`src/rtl/auth_exchange_sequencer.sv`:
```
// auth_exchange_sequencer
//   Sequences one USB Type-C authentication exchange on the initiator side:
//   GET_DIGESTS, then CERT_CHUNKS x GET_CERTIFICATE, then CHALLENGE. Each
//   request is issued over valid/ready, then its response is awaited under a
//   timeout. A timed-out request is re-issued up to MAX_RETRY times. The
//   result is reported as a one-cycle done or fail pulse, with a held cause
//   code.
//
// Ports
//   clk, reset           clock, asynchronous active-high reset
//   start, abort         begin exchange (IDLE only) / terminate exchange
//   req_valid/req_ready  request handshake; req_type, req_index describe it
//   resp_valid           one-cycle response pulse with resp_type, resp_ok
//   busy                 exchange in progress
//   done, fail           one-cycle completion pulses
//   fail_code            failure cause, held until the next accepted start
module auth_exchange_sequencer #(
  parameter int unsigned RESP_TIMEOUT = 1000,
  parameter int unsigned MAX_RETRY    = 2,
  parameter int unsigned CERT_CHUNKS  = 4,
  parameter int unsigned CNT_W        = 16
) (
  input  logic       clk,
  input  logic       reset,
  input  logic       start,
  input  logic       abort,
  output logic       req_valid,
  input  logic       req_ready,
  output logic [1:0] req_type,
  output logic [7:0] req_index,
  input  logic       resp_valid,
  input  logic [1:0] resp_type,
  input  logic       resp_ok,
  output logic       busy,
  output logic       done,
  output logic       fail,
  output logic [2:0] fail_code
);

  typedef enum logic [2:0] {StIdle, StIssue, StWait, StDone, StFail} state_e;

  localparam logic [1:0] TypeDigests   = 2'd0;
  localparam logic [1:0] TypeCert      = 2'd1;
  localparam logic [1:0] TypeChallenge = 2'd2;

  localparam logic [2:0] CodeNone    = 3'd0;
  localparam logic [2:0] CodeTimeout = 3'd1;
  localparam logic [2:0] CodeErrResp = 3'd2;
  localparam logic [2:0] CodeBadType = 3'd3;
  localparam logic [2:0] CodeAbort   = 3'd4;

  localparam logic [CNT_W-1:0] TimeoutLast = CNT_W'(RESP_TIMEOUT - 1);
  localparam logic [CNT_W-1:0] CntMax      = {CNT_W{1'b1}};
  localparam logic [7:0]       LastChunk   = 8'(CERT_CHUNKS - 1);
  localparam logic [7:0]       MaxRetry    = 8'(MAX_RETRY);

  state_e           state_q, state_d;
  logic [1:0]       req_type_q, req_type_d;
  logic [7:0]       req_index_q, req_index_d;
  logic [7:0]       retry_q, retry_d;
  logic [CNT_W-1:0] cnt_q, cnt_d;
  logic [2:0]       fail_code_q, fail_code_d;
  logic             req_valid_q, req_valid_d;
  logic             busy_q, busy_d;
  logic             done_q, done_d;
  logic             fail_q, fail_d;

  always_comb begin
    state_d     = state_q;
    req_type_d  = req_type_q;
    req_index_d = req_index_q;
    retry_d     = retry_q;
    cnt_d       = cnt_q;
    fail_code_d = fail_code_q;

    unique case (state_q)
      StIdle: begin
        // start beats a simultaneous abort: there is nothing to abort yet
        if (start) begin
          state_d     = StIssue;
          req_type_d  = TypeDigests;
          req_index_d = 8'd0;
          retry_d     = 8'd0;
          fail_code_d = CodeNone;
        end
      end
      StIssue: begin
        // No timeout while the initiator stalls the handshake
        if (abort) begin
          state_d     = StFail;
          fail_code_d = CodeAbort;
        end else if (req_ready) begin
          state_d = StWait;
          cnt_d   = '0;
        end
      end
      StWait: begin
        if (abort) begin
          state_d     = StFail;
          fail_code_d = CodeAbort;
        end else if (resp_valid) begin
          // A response in the final WAIT cycle still wins over the timeout
          if (resp_type != req_type_q) begin
            state_d     = StFail;
            fail_code_d = CodeBadType;
          end else if (!resp_ok) begin
            state_d     = StFail;
            fail_code_d = CodeErrResp;
          end else begin
            retry_d = 8'd0;
            state_d = StIssue;
            case (req_type_q)
              TypeDigests: begin
                req_type_d  = TypeCert;
                req_index_d = 8'd0;
              end
              TypeCert: begin
                if (req_index_q == LastChunk) begin
                  req_type_d  = TypeChallenge;
                  req_index_d = 8'd0;
                end else begin
                  req_index_d = req_index_q + 8'd1;
                end
              end
              default: state_d = StDone;
            endcase
          end
        end else if (cnt_q == TimeoutLast) begin
          if (retry_q < MaxRetry) begin
            retry_d = retry_q + 8'd1;
            state_d = StIssue;
          end else begin
            state_d     = StFail;
            fail_code_d = CodeTimeout;
          end
        end else if (cnt_q != CntMax) begin
          cnt_d = cnt_q + 1'b1;
        end
      end
      StDone:  state_d = StIdle;
      StFail:  state_d = StIdle;
      default: state_d = StIdle;
    endcase

    // Outputs are registered copies of the next-state decode
    req_valid_d = (state_d == StIssue);
    busy_d      = (state_d != StIdle);
    done_d      = (state_d == StDone);
    fail_d      = (state_d == StFail);
  end

  always_ff @(posedge clk or posedge reset) begin
    if (reset) begin
      state_q     <= StIdle;
      req_type_q  <= 2'd0;
      req_index_q <= 8'd0;
      retry_q     <= 8'd0;
      cnt_q       <= '0;
      fail_code_q <= CodeNone;
      req_valid_q <= 1'b0;
      busy_q      <= 1'b0;
      done_q      <= 1'b0;
      fail_q      <= 1'b0;
    end else begin
      state_q     <= state_d;
      req_type_q  <= req_type_d;
      req_index_q <= req_index_d;
      retry_q     <= retry_d;
      cnt_q       <= cnt_d;
      fail_code_q <= fail_code_d;
      req_valid_q <= req_valid_d;
      busy_q      <= busy_d;
      done_q      <= done_d;
      fail_q      <= fail_d;
    end
  end

  assign req_valid = req_valid_q;
  assign req_type  = req_type_q;
  assign req_index = req_index_q;
  assign busy      = busy_q;
  assign done      = done_q;
  assign fail      = fail_q;
  assign fail_code = fail_code_q;

endmodule

```
`config.mk`:
```
export PLATFORM = sky130hd
export DESIGN_NAME = auth_exchange_sequencer
export DESIGN_NICKNAME = d
export VERILOG_FILES = /design/src/rtl/auth_exchange_sequencer.sv
export SDC_FILE = /design/constraint.sdc
export NUM_CORES = 1
export LEC_CHECK = 0
export ABC_CLOCK_PERIOD_IN_PS = 3100
export BUFFER_PORTS_ARGS = -buffer_cell sky130_fd_sc_hd__buf_2
export CORE_MARGIN = 3
export CORE_UTILIZATION = 45
export DETAILED_ROUTE_END_ITERATION = 6
export PLACE_DENSITY = 0.68
export SLEW_MARGIN = 20
export SYNTH_ARGS = -nofsm -noshare
export SYNTH_HDL_FRONTEND = slang
export SYNTH_SLANG_ARGS = --single-unit
```
`constraint.sdc`:
```
create_clock -name clk -period 3.1 [get_ports clk]
set_clock_uncertainty 0.15 [all_clocks]
set_input_delay 0.31 -clock clk [delete_from_list [all_inputs] [get_ports clk]]
set_output_delay 0.31 -clock clk [all_outputs]
set_load 0.01 [all_outputs]
```
==> results of run 1 <==
## final cells by class
type	count	area [um^2]	share of cell area
inverters	13	48.80	0.01753
well taps	70	87.58	0.03146
clock inverters	2	38.79	0.01393
clock buffers	6	82.58	0.02966
repair buffers	30	165.2	0.05933
flip-flops and latches	44	1101	0.3955
multi-input cells	197	1260	0.4526
## cells by family after synthesis
| family | Yosys count |
|---|---|
| AND/OR/NAND/NOR | 111 |
| XOR/XNOR | 4 |
| flip-flops | 44 |
| AO/OA/AOI/OAI | 76 |
| buffers and inverters | 25 |
| adder cells (fa/ha/maj) | 3 |
| multiplexers | 3 |
## path summary, 6_finish.rpt
| kind | endpoint | slack [ps] | from | cells after the start |
|---|---|---|---|---|
| max | cnt_q[11]$_DFFE_PP0P_ | 670 | cnt_q[0]$_DFFE_PP0P_ | 7 |
| min | fail_code[1]$_DFFE_PP0P_ | 190 | abort | 2 |
| max reg2reg | cnt_q[11]$_DFFE_PP0P_ | 670 | cnt_q[0]$_DFFE_PP0P_ | 7 |
| min reg2reg | retry_q[5]$_DFFE_PP0P_ | 360 | retry_q[5]$_DFFE_PP0P_ | 1 |
| max in group asynchronous | cnt_q[9]$_DFFE_PP0P_ | 1620 | reset | 4 |
| min in group asynchronous | req_index[0]$_DFFE_PP0P_ | 440 | reset | 3 |
## registers in the layout (all words and copies together) (netlist names), 2 cells and up
signal	count
cnt_q	16
req_index	8
retry_q	8
fail_code	3
state_q	3
req_type	2
## per-stage QoR
stage	total power (W)	cell area [um^2]	setup WS (ps)	hold WS (ps)
floorplan	0.0007762	2486	964.6	273.2
global placement	0.0008208	2653	790.4	219.5
detailed placement	0.0008230	2653	723.6	239.5
CTS	0.001293	2784	665.4	181.0
global route	0.001353	2784	488.9	209.5
finish	0.001280	2784	669.6	189.6
## critical path, delay by kind of cell (launching register included)
kind / cells / cell delay (ps)
AO/OA/AOI/OAI: 3 / 630
adder cells (fa/ha/maj): 1 / 250
buffers and inverters: 1 / 220
flip-flops: 1 / 420
AND/OR/NAND/NOR: 2 / 680
## cell usage in the layout (no fill, tap or decap), types with 4 or more instances in the layout
cell / Yosys / final
dfrtp_1: 44 / 44
buf_2: 1 / 25
nand2_1: 22 / 22
o21ai_0: 20 / 20
a21oi_1: 14 / 14
nor2_1: 13 / 13
o31ai_1: 13 / 13
inv_1: 13 / 12
nor3_1: 11 / 11
o21ai_1: 10 / 10
nand3_1: 9 / 9
or4_1: 8 / 8
nor2b_1: 7 / 7
nand2b_1: 6 / 6
nand4_1: 6 / 6
clkbuf_8: 0 / 6
nor3b_1: 4 / 4
or3_1: 4 / 4
buf_4: 0 / 4
## per-layer routing
metal	vias to the layer above	GRT usage	wire [um]
met5	-	0	0
met4	0	0.04561	37
met3	4	0.05157	257
met2	50	0.2980	2564
met1	1017	0.2534	2564
li1	1032	-	-
## repair_timing
item,4_1_cts,5_1_grt
hold buffers,1,0
hold endpoints to repair,20,0
endpoints found under the setup margin,0,0
## power by group through the flow
stage	clock network, W	logic (W)	registers [W]
3_3_place_gp	0	0.000182	0.000639
4_1_cts	0.000480	0.000185	0.000628
5_1_grt	0.000515	0.000206	0.000633
2_1_floorplan	0	0.000146	0.000630
6_report	0.000467	0.000184	0.000629
3_5_place_dp	0	0.000184	0.000639
==> results.md, run 1 <==
* Post-layout util at 0.5315
* Combinational family with the most area after synthesis: simple AND/OR/NAND/NOR gates
* Layout fillers at 460
* Synth warn at 0
* Post-CTS Setup Repair Bufs at 0
* Crit share post-route at 0.7840
* Synth top area share at 0.4429
* First-pass GRT wire length at between 9000 and 10000 um
* CP endpoint kind: flip-flop
* Final setup vio count at 0
* Layout area overhead at 11.98%
* Wirelength, routed at roughly 5400 um
* Initial antenna violation count at 0
* CP required at roughly 3200 ps
* RSZ-0062 raised after global routing: false
* Placeable Area at approximately 5200 um^2
* Number of placement rows at 26
* CP Cell Sequence: ha_1, and3_1, a41oi_2, o221ai_2, buf_4, or4_1, a21oi_1
* Worst-Margin Slew at roughly 800 ps
* Synth Instances at between 200 and 300
* Async S/R FF share, synth at 1.000
* Post-DP HPWL at ~3800 um
* Final ANT Viol Nets at 0
* Hold WC Path Type: input port to flip-flop
* Fmax at 411.5 MHz
* Synth Area in Adders at 0.01510
* PortBufs at 25
* Synth cell count leaders: 44 x dfrtp_1, 22 x nand2_1, 20 x o21ai_0
* TritonCTS clock tree: done
* Via count at about 2100
* Seq pwr share at 0.491
* Post-synth top flop: dfrtp_1
* Final nets at slightly above 300
* Clock insertion delay at the later pin of the skew report at roughly 300 ps
* Post-Synth Simple-Gate Area at 0.2577
* Yosys top cell by area: dfrtp_1
* DRC marker count from the first detailed-route iteration at approximately 120
* Sequential element share of the synthesized area at 0.4429
* FF+latch count, synth at between 40 and 50
* Mapped Area at 2486 um^2
* CP max stage delay at between 400 and 500 ps
* Die Wd at approximately 80 um
* Die Y at 80.33 um
* Routed wire per std cell at ~15 um
* Setup tns final at 0 ps
* Crit-path slowest cell: or4_1
* Fin. Hold Viols at 0
* Layout cells sized above 1 at 0.1747
* Longest Clk Path Bufs at 2
* Starting Density at 0.4747
* Startpoint Class: flip-flop
* Top area cells in the synthesized netlist: dfrtp_1 44%, o21ai_0 4.0%, o31ai_1 3.9%
* P_sw at 0.0003479 W
* Io pins at 26
* DRC at 0
* Post-Layout Cell Count at around 360
* Post-synth cell types at 55
* CTS H-tree depth at 2
* DR pass1 iterations at 4
* Clock power frac at 0.365
* PwrDens at 459.7 nW/um^2
* GP Congestion at ~0.82
* Vias per cell at 5.809
* Max IR drop VDD at roughly 0.00025 V
* # diodes at 0
* Max-cap violations at 0
* Final Max Tran Viols at 0
* Top-count cell post-synth: dfrtp_1
* Status: finished, final reports clean
* Post-synthesis area per instance at 9.346 um^2
* Static leakage at 1.222 nW
* Post-synth EDFFs at 0
* Critical Path AT at 2500 ps
* Slew Limit Headroom at 0.4664
* CTS root buf: clkbuf_8
* Synthesized Nets at between 200 and 300
* Clock-pin slew on the worst setup and hold paths at ~90 ps
* Tmin final at around 2400 ps
* Crit Path Class: flip-flop to flip-flop
* CTS Buf Count at 5
* Placed cells at roughly 350
* Post-CTS sizing at 0
* Grt ovf at 0
* Post-Synth XOR/XNOR Area at 0.01409
* Switching Share at 0.2719
* Max FO, Critical Path at 25
* GRT Overall Usage at 0.1876
* Post-synthesis compound-gate area fraction at 0.2068
* Post-synthesis mux area share at 0.01309
* Die area at roughly 6500 um^2
* Largest net degree at the start of global routing at 26
* Vias in the first global route at approximately 2000
* Clk sink count at 44
* Comb power frac at 0.144
* P_int at ~0.00093 W
Note: power is estimated with default switching activity, not from simulation.
==> run 2, diff against run 1 <==
ABC_AREA = 1   (was default)
ABC_CLOCK_PERIOD_IN_PS = 2100   (was 3100)
PLACE_DENSITY = 0.7   (was 0.68)
clock period = 2.1 ns   (was 3.1 ns; I/O delays follow)
==> results.md, run 2 <==
* Biggest register: cnt_q
* CTS root buf: clkbuf_8
* Synth cell count leaders: 90 x nand2_1, 44 x dfrtp_1, 44 x inv_1
* CP Cell Sequence: ha_4, nand3_1, nor2_1, nand2_1, nand2_1, nand2_1, nand3_2, inv_1, nand3_1, o21ai_0
* Startpoint Class: flip-flop
* Placeable Area at 5574 um^2 (+6.4%)
* Clock-pin slew on the worst setup and hold paths at 80 ps (about the same)
* Static leakage at 1.390 nW (+14%)
* Max FFs per register at 16 (unchanged)
* Die Y at 82.20 um (+2.3%)
* Met3 Use GR at 0.03362 (-0.01795)
* Sequential element share of the synthesized area at 0.4215 (-0.02142)
* Final nets at 392 (+29%)
* Post-synth top flop: dfrtp_1
* DR pass1 iterations at 4 (unchanged)
* TritonCTS clock tree: done
* PortBufs at 25 (unchanged)
* CTS H-tree depth at 2 (unchanged)
* GP Congestion at 0.9000 (+9.4%)
* Post-synth EDFFs at 0 (unchanged)
* Longest Clk Path Bufs at 2 (unchanged)
* Top area cells in the synthesized netlist: dfrtp_1 42%, nand2_1 13%, inv_1 6.3%
* Via count at 2271 (+8.0%)
* Synth warn at 0 (unchanged)
* GRT Overall Usage at 0.1920 (+0.004403)
* Mapped Area at 2613 um^2 (+5.1%)
* DRC at 0 (unchanged)
* Slew Limit Headroom at 0.7774 (+0.3109)
* Worst hold margin at 123.2 ps (-66.35 ps)
* Hold path startpoint: abort
* Most frequent CP cell: nand2_1
* Post-layout util at 0.5288 (-0.002690)
* Hold Path Depth at 3 (+1)
* Routed wire per std cell at 12.50 um (-17%)
* Layer with the highest usage: met2
* Hold WC Path Type: input port to flip-flop
* Crit Path Class: flip-flop to flip-flop
* Hold path endpoint: fail$_DFF_PP0_
* Final setup vio count at 0 (unchanged)
* R2R Path Start: cnt_q[0]$_DFFE_PP0P_
* Clk sink count at 44 (unchanged)
* Fin. Hold Viols at 0 (unchanged)
* Final Max Tran Viols at 0 (unchanged)
* CP max stage delay at 460 ps (about the same)
* Crit share post-route at 0.9058 (+0.1218)
* FF+latch count, synth at 44 (unchanged)
* Number of placement rows at 27 (+3.8%)
* Critical Path AT at 1930 ps (-570 ps)
* Fmax at 525.7 MHz (+28%)
* Die area at 6756 um^2 (+4.7%)
* Met2 Resource Use GR at 0.3197 (+0.02170)
* Status: finished, final reports clean
* Yosys top cell by area: dfrtp_1
* Largest net degree at the start of global routing at 45 (+73%)
* Reg2reg path depth at 10 (+3)
* Vias per cell at 5.035 (-13%)
* CP required at 2120 ps (-1050 ps)
* Clock insertion delay at the later pin of the skew report at 290 ps (about the same)
* Commonest non-fill, non-tap cell in the layout: nand2_1
* Grt ovf at 0 (unchanged)
* Starting Density at 0.4687 (-0.005990)
* Post-CTS Setup Repair Bufs at 0 (unchanged)
* Synth Instances at 350 (+32%)
* Layout area overhead at 12.84%
* # diodes at 0 (unchanged)
* Die Wd at 82.20 um (+2.3%)
* CP endpoint kind: flip-flop
* Post-Layout Cell Count at 451 (+25%)
* Tmin final at 1902 ps (-528.2 ps)
* Most frequent cells in the layout: 90 x nand2_1, 44 x dfrtp_1, 43 x inv_1, 42 x nor2_1, 26 x nand3_1
* Post-DP HPWL at 4295 um (+13%)
* PwrDens at 725.8 nW/um^2 (+58%)
* Top-count cell post-synth: nand2_1
* Post-synthesis area per instance at 7.464 um^2 (-20%)
* Worst-Margin Slew at 331.4 ps (-466.0 ps)
* Placed cells at 444 (+26%)
* Post-synth cell types at 31 (-44%)
* Layout cells sized above 1 at 0.1425 (-0.03218)
* Synth top area share at 0.4215 (-0.02142)
* Max IR drop VDD at 0.0005139 V (+110%)
* GR Util met1 at 0.2435 (-0.009869)
* Synthesized Nets at 362 (+30%)
* Io pins at 26 (unchanged)
* First-pass GRT wire length at 10030 um (+6.3%)
* Max FO, Critical Path at 11 (-56%)
* Final ANT Viol Nets at 0 (unchanged)
* Register-to-register setup slack at 200 ps (-470 ps)
* Max-cap violations at 0 (unchanged)
* Crit-path slowest cell: dfrtp_1
* Reg2reg end: cnt_q[14]$_DFFE_PP0P_
* CP bufs+invs at 1 (unchanged)
* DRC marker count from the first detailed-route iteration at 169 (+37%)
* CTS Buf Count at 5 (unchanged)
* Initial antenna violation count at 0 (unchanged)
* Worst path top cell family by delay: simple AND/OR/NAND/NOR gates
* Wirelength, routed at 5636 um (+3.9%)
* Async S/R FF share, synth at 1.000 (unchanged)
* Vias in the first global route at 2252 (+13%)
==> run 2: cell count changes in the layout (fill, tap and decap cells not counted), sizes merged, moves of 7 or more <==
cell	delta
nor2	+31
nor2b	-7
nand2	+71
inv	+33
xor2	+11
o21ai	-13
nand3	+19
or4	-8
==> run 2: repair_timing <==
| item | in CTS | in global routing |
|---|---|---|
| setup endpoints to repair | 0 | 23 |
| hold endpoints to repair | 44 | 0 |
| gates resized for setup | 0 | 4 |
| hold buffers | 1 | 0 |
==> run 2: kinds of logic (layout without fill, tap and decap cells) <==
kind of cell | Yosys count | after routing | share of synthesized area
simple gates | 194 | 194 | 0.3305
buf+inv | 56 | 85 | 0.09482
compound gates | 37 | 37 | 0.08526
fa+ha+maj | 3 | 3 | 0.01437
xor+xnor | 16 | 16 | 0.05364
flops | 44 | 44 | 0.4215
==> run 2: metrics by stage <==
| step | total power, W | worst slack (ps) | TNS, ps | cell area (um^2) |
|---|---|---|---|---|
| floorplan | 0.001395 | 386.9 | 0 | 2613 |
| global placement | 0.001524 | 170.8 | 0 | 2818 |
| detailed placement | 0.001533 | 124.3 | 0 | 2818 |
| CTS | 0.002158 | 111.7 | 0 | 2927 |
| global route | 0.002292 | -11.43 | -11.43 | 2948 |
| finish | 0.002139 | 197.8 | 0 | 2948 |
==> run 2: layout make-up <==
cell class,instances,area (um^2)
clock buffers,5,68.82
clock inverters,1,30.03
fillers,553,2626
inverters,47,180.2
multi-input cells,250,1281
flip-flops and latches,44,1101
well taps,72,90.09
repair buffers,32,196.4
==> run 2: how the worst max path moves through the flow <==
| stage | startpoint | end | slack (ps) | depth (start not counted) |
|---|---|---|---|---|
| final | cnt_q[0]$_DFFE_PP0P_ | cnt_q[14]$_DFFE_PP0P_ | 200 | 10 |
| after global routing | cnt_q[0]$_DFFE_PP0P_ | cnt_q[13]$_DFFE_PP0P_ | -10 | 10 |
| after CTS | cnt_q[0]$_DFFE_PP0P_ | cnt_q[0]$_DFFE_PP0P_ | 110 | 10 |
| after detailed placement | cnt_q[0]$_DFFE_PP0P_ | cnt_q[7]$_DFFE_PP0P_ | 120 | 10 |
| after global placement | cnt_q[0]$_DFFE_PP0P_ | cnt_q[2]$_DFFE_PP0P_ | 170 | 10 |
| after floorplan | cnt_q[0]$_DFFE_PP0P_ | cnt_q[12]$_DFFE_PP0P_ | 390 | 10 |
==> run 2: routing by layer <==
metal	part of all wire	vias to the layer above
li1	-	1183
met1	0.46	1019
met2	0.48	63
met3	0.048	6
met4	0.016	0
met5	0	-
==> run 2: worst reg2reg max path, cell delays in order (launching register included) <==
cell and delay (ps):
dfrtp_1 460, ha_4 210, nand3_1 90, nor2_1 150
nand2_1 120, nand2_1 120, nand2_1 80, nand3_2 80
inv_1 150, nand3_1 120, o21ai_0 80
==> run 2: power breakdown <==
part	internal [W]	total [W]	switching [W]
sequential	0.000927	0.00101	0.0000796
clock	0.000342	0.000610	0.000269
combinational	0.000177	0.000522	0.000345
total	0.00145	0.00214	0.000694
==> run 3, diff against run 2 <==
ABC_CLOCK_PERIOD_IN_PS = 1800   (was 2100)
PLACE_DENSITY = 0.67   (was 0.7)
clock period = 1.8 ns   (was 2.1 ns; I/O delays follow)
==> results.md, run 3 (same netlist as run 2, synthesis figures left out) <==
* Hold Path Depth at 3 (unchanged)
* Area after DPL at 2938 um^2 (+4.3%)
* DR pass1 iterations at 5 (+1)
* Hold path endpoint: fail$_DFF_PP0_
* Biggest register: cnt_q
* Grt ovf at 0 (unchanged)
* Layout cells sized above 1 at 0.2598 (+0.1173)
* CTS Buf Count at 5 (unchanged)
* Routed wire per std cell at 13.32 um (+6.6%)
* Critical Path AT at 1890 ps (-40 ps)
* Register-to-register setup slack at -40 ps (-240 ps)
* Max-cap violations at 0 (unchanged)
* Layout area overhead at 26.01%
* Die Wd at 82.20 um (unchanged)
* Clock-pin slew on the worst setup and hold paths at 80 ps (about the same)
* Reg2reg end: cnt_q[3]$_DFFE_PP0P_
* Max IR drop VDD at 0.0005469 V (+6.4%)
* CP required at 1850 ps (-270 ps)
* Die area at 6756 um^2 (unchanged)
* Final ANT Viol Nets at 0 (unchanged)
* Initial antenna violation count at 0 (unchanged)
* TritonCTS clock tree: done
* Status: finished, violations left
* Clk sink count at 44 (unchanged)
* Crit share post-route at 1.023 (+0.1172)
* Reg2reg path depth at 7 (-3)
* Post-DP HPWL at 4367 um (+1.7%)
* Vias per cell at 5.138 (+2.0%)
* Slew Limit Headroom at 0.7927 (+0.01531)
* RSZ-0062 raised after global routing: true
* Placeable Area at 5574 um^2 (unchanged)
* Via count at 2466 (+8.6%)
* Max FFs per register at 16 (unchanged)
* Clock insertion delay at the later pin of the skew report at 300 ps (about the same)
* R2R Path Start: state_q[0]$_DFF_PP0_
* Number of placement rows at 27 (unchanged)
* CTS root buf: clkbuf_8
* Most frequent cells in the layout: 85 x nand2_1, 42 x inv_1, 42 x dfrtp_1, 40 x nor2_1, 29 x buf_4
* First-pass GRT wire length at 9936 um (-0.96%)
* Tot Pwr at 0.002749 W (+29%)
* DRC marker count from the first detailed-route iteration at 146 (-14%)
* Static leakage at 1.532 nW (+10%)
* CP endpoint kind: flip-flop
* Final nets at 419 (+6.9%)
* Failing checks: negative setup slack
* CTS H-tree depth at 2 (unchanged)
* Tmin final at 1842 ps (-60.73 ps)
* PortBufs at 25 (unchanged)
* Starting Density at 0.4687 (unchanged)
* Final Max Tran Viols at 0 (unchanged)
* Die Y at 82.20 um (unchanged)
* Crit Path Class: flip-flop to flip-flop
* Post-route setup slack at -41.50 ps (-239.3 ps)
* Largest net degree at the start of global routing at 45 (unchanged)
* Hold WC Path Type: input port to flip-flop
* Final setup vio count at 10 (+10)
* Worst-Margin Slew at 308.6 ps (-22.80 ps)
* Startpoint Class: flip-flop
* Fin. Hold Viols at 0 (unchanged)
* Commonest non-fill, non-tap cell in the layout: nand2_1
* Wirelength, routed at 6393 um (+13%)
* Cell area after layout at 3292 um^2 (+12%)
* GP Congestion at 0.8882 (-1.3%)
* PwrDens at 835.2 nW/um^2 (+15%)
* DRC at 0 (unchanged)
* Io pins at 26 (unchanged)
* Longest Clk Path Bufs at 2 (unchanged)
* # diodes at 0 (unchanged)
* Vias in the first global route at 2128 (-5.5%)
* Max FO, Critical Path at 8 (-3)
* GRT Overall Usage at 0.1887 (-0.003272)
* Fmax at 543.0 MHz (+3.3%)
* Setup tns final at -189.3 ps (-189.3 ps)
* Hold path startpoint: abort
[run 3: changes by cell type in the layout (fill, tap and decap cells not counted), sizes merged]
cell      delta
buf         +26
clkbuf       +1
clkinvlp     +2
[run 3: how the worst max path moves through the flow]
stage / start / end / slack (ps) / cells after the start
2_1_floorplan: cnt_q[0]$_DFFE_PP0P_ / cnt_q[12]$_DFFE_PP0P_ / 90 / 10
3_3_place_gp: state_q[2]$_DFF_PP0_ / req_index[2]$_DFFE_PP0P_ / 40 / 9
3_5_place_dp: state_q[2]$_DFF_PP0_ / req_index[2]$_DFFE_PP0P_ / 10 / 9
4_1_cts: state_q[1]$_DFF_PP0_ / cnt_q[4]$_DFFE_PP0P_ / 7 / 6
5_1_grt: state_q[0]$_DFF_PP0_ / cnt_q[6]$_DFFE_PP0P_ / -160 / 7
6_report: state_q[0]$_DFF_PP0_ / cnt_q[3]$_DFFE_PP0P_ / -40 / 7
[run 3: through the flow]
step                      hold slack, ps  setup WS, ps  instances    util
final                              104.3        -41.50        480  0.5906
after global routing               113.4        -164.8        480  0.5906
after CTS                          84.01         7.030        469  0.5481
after detailed placement           84.10         12.10        460  0.5270
after global placement             85.90         40.61        460  0.5270
after floorplan                    178.4         86.91        350       -
[run 3: layout make-up]
class	count	area, um^2
Clock inverter	2	35.03
Inverter	47	190.2
Sequential cell	44	1104
Tap cell	72	90.09
Fill cell	504	2282
Clock buffer	6	72.57
Timing Repair Buffer	58	407.9
Timing Repair inverter	1	7.507
Multi-Input combinational cell	250	1385
[run 3: what timing repair did]
action                                  CTS  global route
hold buffers                              1             0
setup buffers                             0            10
endpoints found under the setup margin    0            31
gates resized for setup                   0            39
hold endpoints to repair                 44             0
[run 3: per-layer routing]
metal / GRT usage / part of all wire
met4: 0.04485 / 0.0086
met5: 0 / 0
met3: 0.04121 / 0.040
met1: 0.2551 / 0.46
met2: 0.3077 / 0.49
[run 3: worst max-delay path: stages (launching register included)]
cell	delay (ps)
dfrtp_1	430
inv_1	130
nor3_4	180
nand2_2	90
a21oi_2	230
nand3_4	150
buf_4	200
o31ai_1	190
[run 3: report_power, final]
group / leakage, nW / internal, W / total, W / switching, W
registers: 0.600 / 0.00108 / 0.00116 / 0.0000797
clock network: 0.0552 / 0.000412 / 0.000757 / 0.000345
logic: 0.877 / 0.000327 / 0.000830 / 0.000503
